<file path="src/rtl/alu_pkg.sv">
// Shared definitions for the serial ALU responder: command codes, status bit
// positions, word framing and the single-step fold helper.
package alu_pkg;

   // Frame: start, type, d[7:0], parity, stop (sent left to right)
   localparam int WORD_LEN    = 12;
   localparam int MAX_OPS_DEF = 9;

   typedef enum logic [7:0] {
      CMD_NOP = 8'h00,
      CMD_AND = 8'h01,
      CMD_OR  = 8'h02,
      CMD_XOR = 8'h03,
      CMD_ADD = 8'h04,
      CMD_SUB = 8'h05
   } cmd_e;

   localparam int ST_ERR      = 7;
   localparam int ST_ERR_DATA = 6;
   localparam int ST_ERR_CMD  = 5;
   localparam int ST_ERR_PAR  = 4;
   localparam int ST_CARRY    = 3;
   localparam int ST_OVF      = 2;
   localparam int ST_ZERO     = 1;
   localparam int ST_NEG      = 0;

   typedef struct packed {
      logic [15:0] res;
      logic        c;
      logic        v;
   } step_t;

   function automatic step_t alu_step(input logic [7:0] cmd, input logic [15:0] a,
                                      input logic [15:0] b);
      step_t       s;
      logic [16:0] t;
      s = '0;
      t = '0;
      case (cmd)
         CMD_AND: s.res = a & b;
         CMD_OR:  s.res = a | b;
         CMD_XOR: s.res = a ^ b;
         CMD_ADD: begin
            t     = {1'b0, a} + {1'b0, b};
            s.res = t[15:0];
            s.c   = t[16];
            s.v   = (a[15] == b[15]) && (t[15] != a[15]);
         end
         CMD_SUB: begin
            // t[16] is the borrow out of the unsigned subtraction
            t     = {1'b0, a} - {1'b0, b};
            s.res = t[15:0];
            s.c   = t[16];
            s.v   = (a[15] != b[15]) && (t[15] != a[15]);
         end
         default: s = '0;
      endcase
      return s;
   endfunction

   function automatic logic [WORD_LEN-1:0] make_word(input logic typ, input logic [7:0] d);
      return {1'b0, typ, d, ~(typ ^ (^d)), 1'b1};
   endfunction

endpackage

</file>
<file path="src/rtl/serial_word_tx.sv">
// Shifts one framed word out on o_sout, MSB first; line idles high.
// o_busy drops during the stop-bit cycle so the next word can follow back-to-back.
module serial_word_tx
   import alu_pkg::*;
(
   input  logic                clk,
   input  logic                rst,
   input  logic                i_load,
   input  logic [WORD_LEN-1:0] i_word,
   output logic                o_busy,
   output logic                o_sout
);

   logic [WORD_LEN-1:0] r_shift;
   logic [3:0]          r_cnt;
   logic                r_sout;

   always_ff @(posedge clk) begin
      if (rst) begin
         r_shift <= '1;
         r_cnt   <= '0;
         r_sout  <= 1'b1;
      end else if (i_load) begin
         r_sout  <= i_word[WORD_LEN-1];
         r_shift <= {i_word[WORD_LEN-2:0], 1'b1};
         r_cnt   <= 4'(WORD_LEN - 1);
      end else if (r_cnt != 4'd0) begin
         r_sout  <= r_shift[WORD_LEN-1];
         r_shift <= {r_shift[WORD_LEN-2:0], 1'b1};
         r_cnt   <= r_cnt - 4'd1;
      end else begin
         r_sout  <= 1'b1;
      end
   end

   assign o_busy = (r_cnt != 4'd0);
   assign o_sout = r_sout;

endmodule

</file>
<file path="src/rtl/alu_serial_responder.sv">
// Serial ALU: collects operand words, folds them on a command word, replies with
// status + 16-bit result. Define ALU_PARITY_CHK_EN to reject words with bad input parity.
module alu_serial_responder
   import alu_pkg::*;
#(
   parameter int MIN_OPS = 2,
   parameter int MAX_OPS = MAX_OPS_DEF
) (
   input  logic clk,
   input  logic rst,
   input  logic sin,
   output logic sout,
   output logic busy
);

   localparam int CW = $clog2(MAX_OPS + 1);

   localparam logic [2:0] S_IDLE   = 3'd0;
   localparam logic [2:0] S_RX     = 3'd1;
   localparam logic [2:0] S_DECODE = 3'd2;
   localparam logic [2:0] S_EXEC   = 3'd3;
   localparam logic [2:0] S_TX     = 3'd4;

`ifdef ALU_PARITY_CHK_EN
   localparam bit PAR_CHK = 1'b1;
`else
   localparam bit PAR_CHK = 1'b0;
`endif

   logic [2:0]                r_state;
   logic [3:0]                r_bitcnt;
   logic [9:0]                r_rx;
   logic [MAX_OPS-1:0][15:0]  r_ops;
   logic [CW-1:0]             r_cnt;
   logic [CW-1:0]             r_idx;
   logic [7:0]                r_cmd;
   logic                      r_err_data;
   logic                      r_err_cmd;
   logic                      r_err_par;
   logic [15:0]               r_acc;
   logic                      r_carry;
   logic                      r_ovf;
   logic [1:0]                r_tx_idx;

   logic                      w_word_bad;
   logic                      w_dec_err_cmd;
   logic                      w_dec_err_data;
   logic                      w_err;
   logic [15:0]               w_result;
   logic [7:0]                w_status;
   step_t                     w_step;
   logic                      w_tx_load;
   logic                      w_tx_busy;
   logic [WORD_LEN-1:0]       w_tx_word;

   // r_rx = {type, d[7:0], parity} when the stop bit is on sin
   assign w_word_bad     = !sin || (PAR_CHK && !(^r_rx));
   assign w_dec_err_cmd  = (r_cmd > 8'h05);
   assign w_dec_err_data = r_err_data || (r_cnt < CW'(MIN_OPS));
   assign w_err          = r_err_data | r_err_cmd | r_err_par;
   assign w_result       = w_err ? 16'h0000 : r_acc;
   assign w_step         = alu_step(r_cmd, r_acc, r_ops[r_idx]);
   assign w_tx_load      = (r_state == S_TX) && !w_tx_busy && (r_tx_idx != 2'd3);
   assign busy           = (r_state == S_DECODE) || (r_state == S_EXEC) || (r_state == S_TX);

   always_comb begin
      w_status              = '0;
      w_status[ST_ERR]      = w_err;
      w_status[ST_ERR_DATA] = r_err_data;
      w_status[ST_ERR_CMD]  = r_err_cmd;
      w_status[ST_ERR_PAR]  = r_err_par;
      if (!w_err) begin
         w_status[ST_CARRY] = r_carry;
         w_status[ST_OVF]   = r_ovf;
         w_status[ST_ZERO]  = (r_acc == 16'h0000);
         w_status[ST_NEG]   = r_acc[15];
      end
   end

   always_comb begin
      case (r_tx_idx)
         2'd0:    w_tx_word = make_word(1'b1, w_status);
         2'd1:    w_tx_word = make_word(1'b0, w_result[15:8]);
         default: w_tx_word = make_word(1'b0, w_result[7:0]);
      endcase
   end

   always_ff @(posedge clk) begin
      if (rst) begin
         r_state    <= S_IDLE;
         r_bitcnt   <= '0;
         r_rx       <= '0;
         r_ops      <= '0;
         r_cnt      <= '0;
         r_idx      <= '0;
         r_cmd      <= '0;
         r_err_data <= 1'b0;
         r_err_cmd  <= 1'b0;
         r_err_par  <= 1'b0;
         r_acc      <= '0;
         r_carry    <= 1'b0;
         r_ovf      <= 1'b0;
         r_tx_idx   <= '0;
      end else begin
         case (r_state)
            S_IDLE: begin
               if (!sin) begin
                  r_state  <= S_RX;
                  r_bitcnt <= '0;
               end
            end
            S_RX: begin
               if (r_bitcnt != 4'd10) begin
                  r_rx     <= {r_rx[8:0], sin};
                  r_bitcnt <= r_bitcnt + 4'd1;
               end else if (w_word_bad) begin
                  r_err_par <= 1'b1;
                  r_state   <= S_IDLE;
               end else if (r_rx[9]) begin
                  r_cmd   <= r_rx[8:1];
                  r_state <= S_DECODE;
               end else begin
                  if (r_cnt < CW'(MAX_OPS)) begin
                     r_ops[r_cnt] <= {8'h00, r_rx[8:1]};
                     r_cnt        <= r_cnt + 1'b1;
                  end else begin
                     r_err_data <= 1'b1;
                  end
                  r_state <= S_IDLE;
               end
            end
            S_DECODE: begin
               r_err_cmd  <= w_dec_err_cmd;
               r_err_data <= w_dec_err_data;
               r_acc      <= (r_cmd == CMD_NOP) ? 16'h0000 : r_ops[0];
               r_carry    <= 1'b0;
               r_ovf      <= 1'b0;
               r_idx      <= CW'(1);
               r_tx_idx   <= '0;
               // A single operand needs no fold step, so go straight to TX
               if (w_dec_err_cmd || w_dec_err_data || r_err_par || (r_cnt <= CW'(1)))
                  r_state <= S_TX;
               else
                  r_state <= S_EXEC;
            end
            S_EXEC: begin
               r_acc   <= w_step.res;
               r_carry <= r_carry | w_step.c;
               r_ovf   <= r_ovf | w_step.v;
               r_idx   <= r_idx + 1'b1;
               if (r_idx == r_cnt - 1'b1) r_state <= S_TX;
            end
            S_TX: begin
               if (w_tx_load) begin
                  r_tx_idx <= r_tx_idx + 2'd1;
               end else if ((r_tx_idx == 2'd3) && !w_tx_busy) begin
                  r_state    <= S_IDLE;
                  r_ops      <= '0;
                  r_cnt      <= '0;
                  r_err_data <= 1'b0;
                  r_err_cmd  <= 1'b0;
                  r_err_par  <= 1'b0;
               end
            end
            default: r_state <= S_IDLE;
         endcase
      end
   end

   serial_word_tx u_tx (
      .clk    (clk),
      .rst    (rst),
      .i_load (w_tx_load),
      .i_word (w_tx_word),
      .o_busy (w_tx_busy),
      .o_sout (sout)
   );

endmodule

</file>
<file path="config.mk">
export PLATFORM = sky130hd
export DESIGN_NAME = alu_serial_responder
export DESIGN_NICKNAME = d
export VERILOG_FILES = /design/src/rtl/alu_pkg.sv /design/src/rtl/serial_word_tx.sv /design/src/rtl/alu_serial_responder.sv
export SDC_FILE = /design/constraint.sdc
export NUM_CORES = 1
export LEC_CHECK = 0
export ABC_CLOCK_PERIOD_IN_PS = 5850
export CORE_UTILIZATION = 40
export CTS_CLUSTER_DIAMETER = 200
export DETAILED_ROUTE_END_ITERATION = 8
export GPL_ROUTABILITY_DRIVEN = 0
export GPL_TIMING_DRIVEN = 0
export PLACE_DENSITY = 0.62
export SLEW_MARGIN = 0
export SYNTH_ARGS = -nofsm -noshare
export SYNTH_HDL_FRONTEND = slang
export SYNTH_SLANG_ARGS = --single-unit
</file>
<file path="constraint.sdc">
create_clock -name clk -period 5.85 [get_ports clk]
set_input_delay 0.585 -clock clk [delete_from_list [all_inputs] [get_ports clk]]
set_output_delay 0.585 -clock clk [all_outputs]
set_load 0.02 [all_outputs]
</file>
==> qor.yml <==
logic_synthesis:
  synth_seq_area_share_pct: 30.33
  syn_area_mm2: 0.009439
  synthDistinctLibCells: 83
  synth-compound-area-share_pct: 24.13
  synth_edf_count: 0
  postSynthAreaPerCell_um2: 8.006
  synth_flop_cell: "dfxtp_1"
  synth_xor_xnor_area_share_pct: 3.062
  synth_top_family_by_area: "compound AO/OA/AOI/OAI gates"
  synth_mux_area_share_pct: 7.264
  yosysWarnings: 0
  synth_cells: 1179
  synth_simple_gate_area_share_pct: 20.74
  synthArstFlopShare_pct: 0
  synth_fa_ha_area_share_pct: 8.378
  ys_seq_elements: 143
worst_hold_path:
  min_path_type: "reg -> reg"
worst_setup_path:
  r2r-end: "r_carry"
  r2r-start: "r_idx[1]"
  worstPathMaxFanout: 10
  r2r_slack_ns: 0.95
  crit_arrival_ns: 5.21
  critPathCapture: "r_carry"
  cpMostUsedCell: "clkbuf_1"
  critPathBufInv: 3
  crit_path_end_kind: "flop"
  cp-startpoint: "r_idx[1]"
  critPathLaunchType: "flop"
  path_depth: 15
  cp_top_family: "compound AO/OA/AOI/OAI gates"
  r2r_cells: 15
  path_class: "reg -> reg"
  crit_chain: "clkbuf_1 > clkbuf_1 > mux4_2 > mux2i_1 > o21a_1 > inv_1 > ha_1 > fa_1 > o21ba_1 > nor4_1 > o311ai_1 > o221a_2 > or4_1 > a21oi_1 > o22ai_1"
  slowest_delay_ns: 0.54
  required_ns: 6.16
  cp_slowest_cell: "clkbuf_1"
floorplanning:
  die_w_um: 155.6
  core_mm2: 0.02292
  io_pins: 5
  start_util_pct: 41.19
  die_h_um: 155.6
  rows: 55
  dieArea_mm2: 0.02422
clock_tree:
  path_clk_slew_ns: 0.07
  cts_buffers: 17
  clockRootBuffer: "clkbuf_16"
  ctsHoldBuffers: 0
  cts_tree: "done"
  ctsLongestPathBuffers: 2
  clk_latency_ns: 0.44
  cts_htree_levels: 4
  cts-resized-gates: 0
  clock_sinks: 143
  post-cts-setup-buffer-count: 0
detailed_routing:
  routed_wl_mm: 29.86
  num_vias: 9094
  avgViaCountPerCell: 5.863
  ant_nets: 0
  drt_iter0_drc: 881
  drc: 0
  routedWlPerCell_um: 19.25
  drt_first_pass_iters: 5
layout:
  final_layout_size_suffix_gt1_share_pct: 8.643
  nNetsFinal: 1290
  diodes: 0
  syn_to_final_growth_pct: 12.02
  nFillCells: 2274
  layout_commonest_cell: "nor2_1"
  final_cell_mix: "nor2_1, dfxtp_1, nand2_1"
timing:
  hold_viol_final: 0
  fin_setup_tns_ns: 0
  slew_headroom_pct: 34.56
  fin_crit_ns: 4.896
  clock.fmax_mhz: 204.2
  finClkSkew_ns: 0.01485
  maxSlewViolCount: 0
  worstMarginPinSlew_ns: 0.9780
  setup_viol: 0
  fin_crit_sh_pct: 83.70
  rsz0062_at_grt: "false"
status:
  status: "finished clean"
global_route:
  antenna_found_initial: 0
  grt_use_met2_pct: 39.97
  grt_pass1_vias: 8608
  use_met3_pct: 5.028
  busiest_layer: "met2"
  grt_overflow_total: 0
  grt_first_pass_wirelength_mm: 47.35
  gr-usage-met1_pct: 34.49
  grtUsageTotal_pct: 25.30
  grt_max_degree: 17
power:
  power_frac_seq_pct: 43.2
  power_mw: 2.279
  clockPowerShare_pct: 50.7
  p_int_mw: 1.670
  powerDensity_mw_per_mm2: 215.6
  power.net_switching_mw: 0.6095
  p_comb_share_pct: 6.0
  swShare_pct: 26.74
  max-vdd-ir-drop_uv: 121.2
  p_leak_nw: 3.786
place:
  dpl.hpwl_mm: 21.82
  portBuffers: 3
job:
  maxCapViolCount: 0
[how the worst min path moves through the flow]
stage,startpoint,endpoint,depth (start not counted)
final,r_rx[0],r_rx[1],2
after global routing,u_tx.r_shift[5],u_tx.r_shift[6],1
after CTS,r_rx[0],r_rx[0],2
after detailed placement,r_rx[0],r_rx[0],2
after global placement,u_tx.r_shift[2],u_tx.r_shift[3],1
after floorplan,r_rx[0],r_rx[1],2
[cells by family (layout without fill, tap and decap cells)]
logic type / count (synthesis) / in the layout
xor gates and xnor gates: 33 / 33
buffers and inverters: 133 / 168
other: 2 / 26
and+or+nand+nor: 431 / 431
adders and majority gates: 62 / 62
DFF: 143 / 143
AOI/OAI and AO/OA: 328 / 328
muxes: 47 / 47
[power groups by stage]
| stage | clock network, mW | logic (mW) | registers, mW |
|---|---|---|---|
| after floorplan | 0 | 0.0984 | 1.01 |
| after global placement | 0 | 0.134 | 1.01 |
| after detailed placement | 0 | 0.134 | 1.01 |
| after CTS | 1.16 | 0.135 | 0.985 |
| after global routing | 1.21 | 0.153 | 0.986 |
| final | 1.16 | 0.138 | 0.985 |
[per-layer routing]
metal | part of all wire, % | wire [um]
met5 | 0 | 0
met2 | 45 | 13460
met4 | 2.3 | 678
met1 | 46 | 13670
met3 | 6.9 | 2054
[final cells by class]
cell class              count  area (um^2)  share of cell area, %
repair buffers              3        30.03                 0.2840
flip-flops and latches    143         2863                  27.07
well taps                 313        391.6                  3.704
multi-input cells         927         6105                  57.73
clock inverters            15        191.4                  1.810
plain buffers              85        387.9                  3.668
inverters                  48        180.2                  1.704
clock buffers              17        425.4                  4.023
[synthesized netlist by cell type (all sizes together) (4+ instances only)]
cell,number,share of area (%)
inv,48,1.9
nand3b,6,0.48
nor2,208,8.4
xor2,5,0.46
o22ai,5,0.33
and3,8,0.53
nor2b,10,0.74
a21oi,77,4.1
clkbuf,54,2.1
a2111oi,5,0.74
a21o,7,0.56
mux2i,19,2.0
mux2,12,1.4
a32oi,17,1.6
o21bai,5,0.40
a211oi,14,1.2
mux4,16,3.8
buf,30,1.9
xnor2,28,2.6
o211ai,9,0.72
a221oi,14,1.4
a221o,5,0.53
o311ai,4,0.37
o21a,10,0.80
or4,6,0.52
ha,60,8.0
nor3,28,1.6
o21ai,37,2.0
and2,5,0.33
a22oi,4,0.32
nor4,12,0.95
nand2,96,3.8
nand3,20,1.1
nor3b,6,0.53
or3,9,0.60
a31oi,64,4.2
a22o,9,0.84
a211o,8,0.74
o31ai,6,0.48
dfxtp,143,30
a2bb2oi,5,0.46
nand2b,8,0.53
[sequential cells by signal, indices dropped and copies added, names as in the netlist]
name,flops
u_tx.r_cnt,4
r_err_data,1
r_rx,10
r_acc,16
r_err_par,1
r_bitcnt,4
r_cnt,4
r_state,3
u_tx.r_shift,10
r_idx,4
r_carry,1
r_ovf,1
r_cmd,8
r_tx_idx,2
r_ops,72
u_tx.o_sout,1
r_err_cmd,1
[worst register-to-register path: stages (launching register included)]
cell	delay (ns)
dfxtp_1	0.39
clkbuf_1	0.54
clkbuf_1	0.51
mux4_2	0.38
mux2i_1	0.17
o21a_1	0.18
inv_1	0.07
ha_1	0.22
fa_1	0.42
o21ba_1	0.22
nor4_1	0.30
o311ai_1	0.30
o221a_2	0.35
or4_1	0.40
a21oi_1	0.21
o22ai_1	0.11
[per-stage QoR]
stage / utilization, % / setup slack [ns] / hold slack [ns] / std cells / cell area [um^2]
global route: 46.14 / 0.6573 / 0.4881 / 1551 / 10570
CTS: 46.14 / 0.9910 / 0.4588 / 1551 / 10570
finish: 46.14 / 0.9538 / 0.4583 / 1551 / 10570
floorplan: - / 1.763 / 0.4321 / 1203 / 9529
global placement: 43.42 / 0.6047 / 0.4478 / 1519 / 9951
detailed placement: 43.45 / 1.028 / 0.4495 / 1519 / 9957
Power figures use the tool's default switching activity.
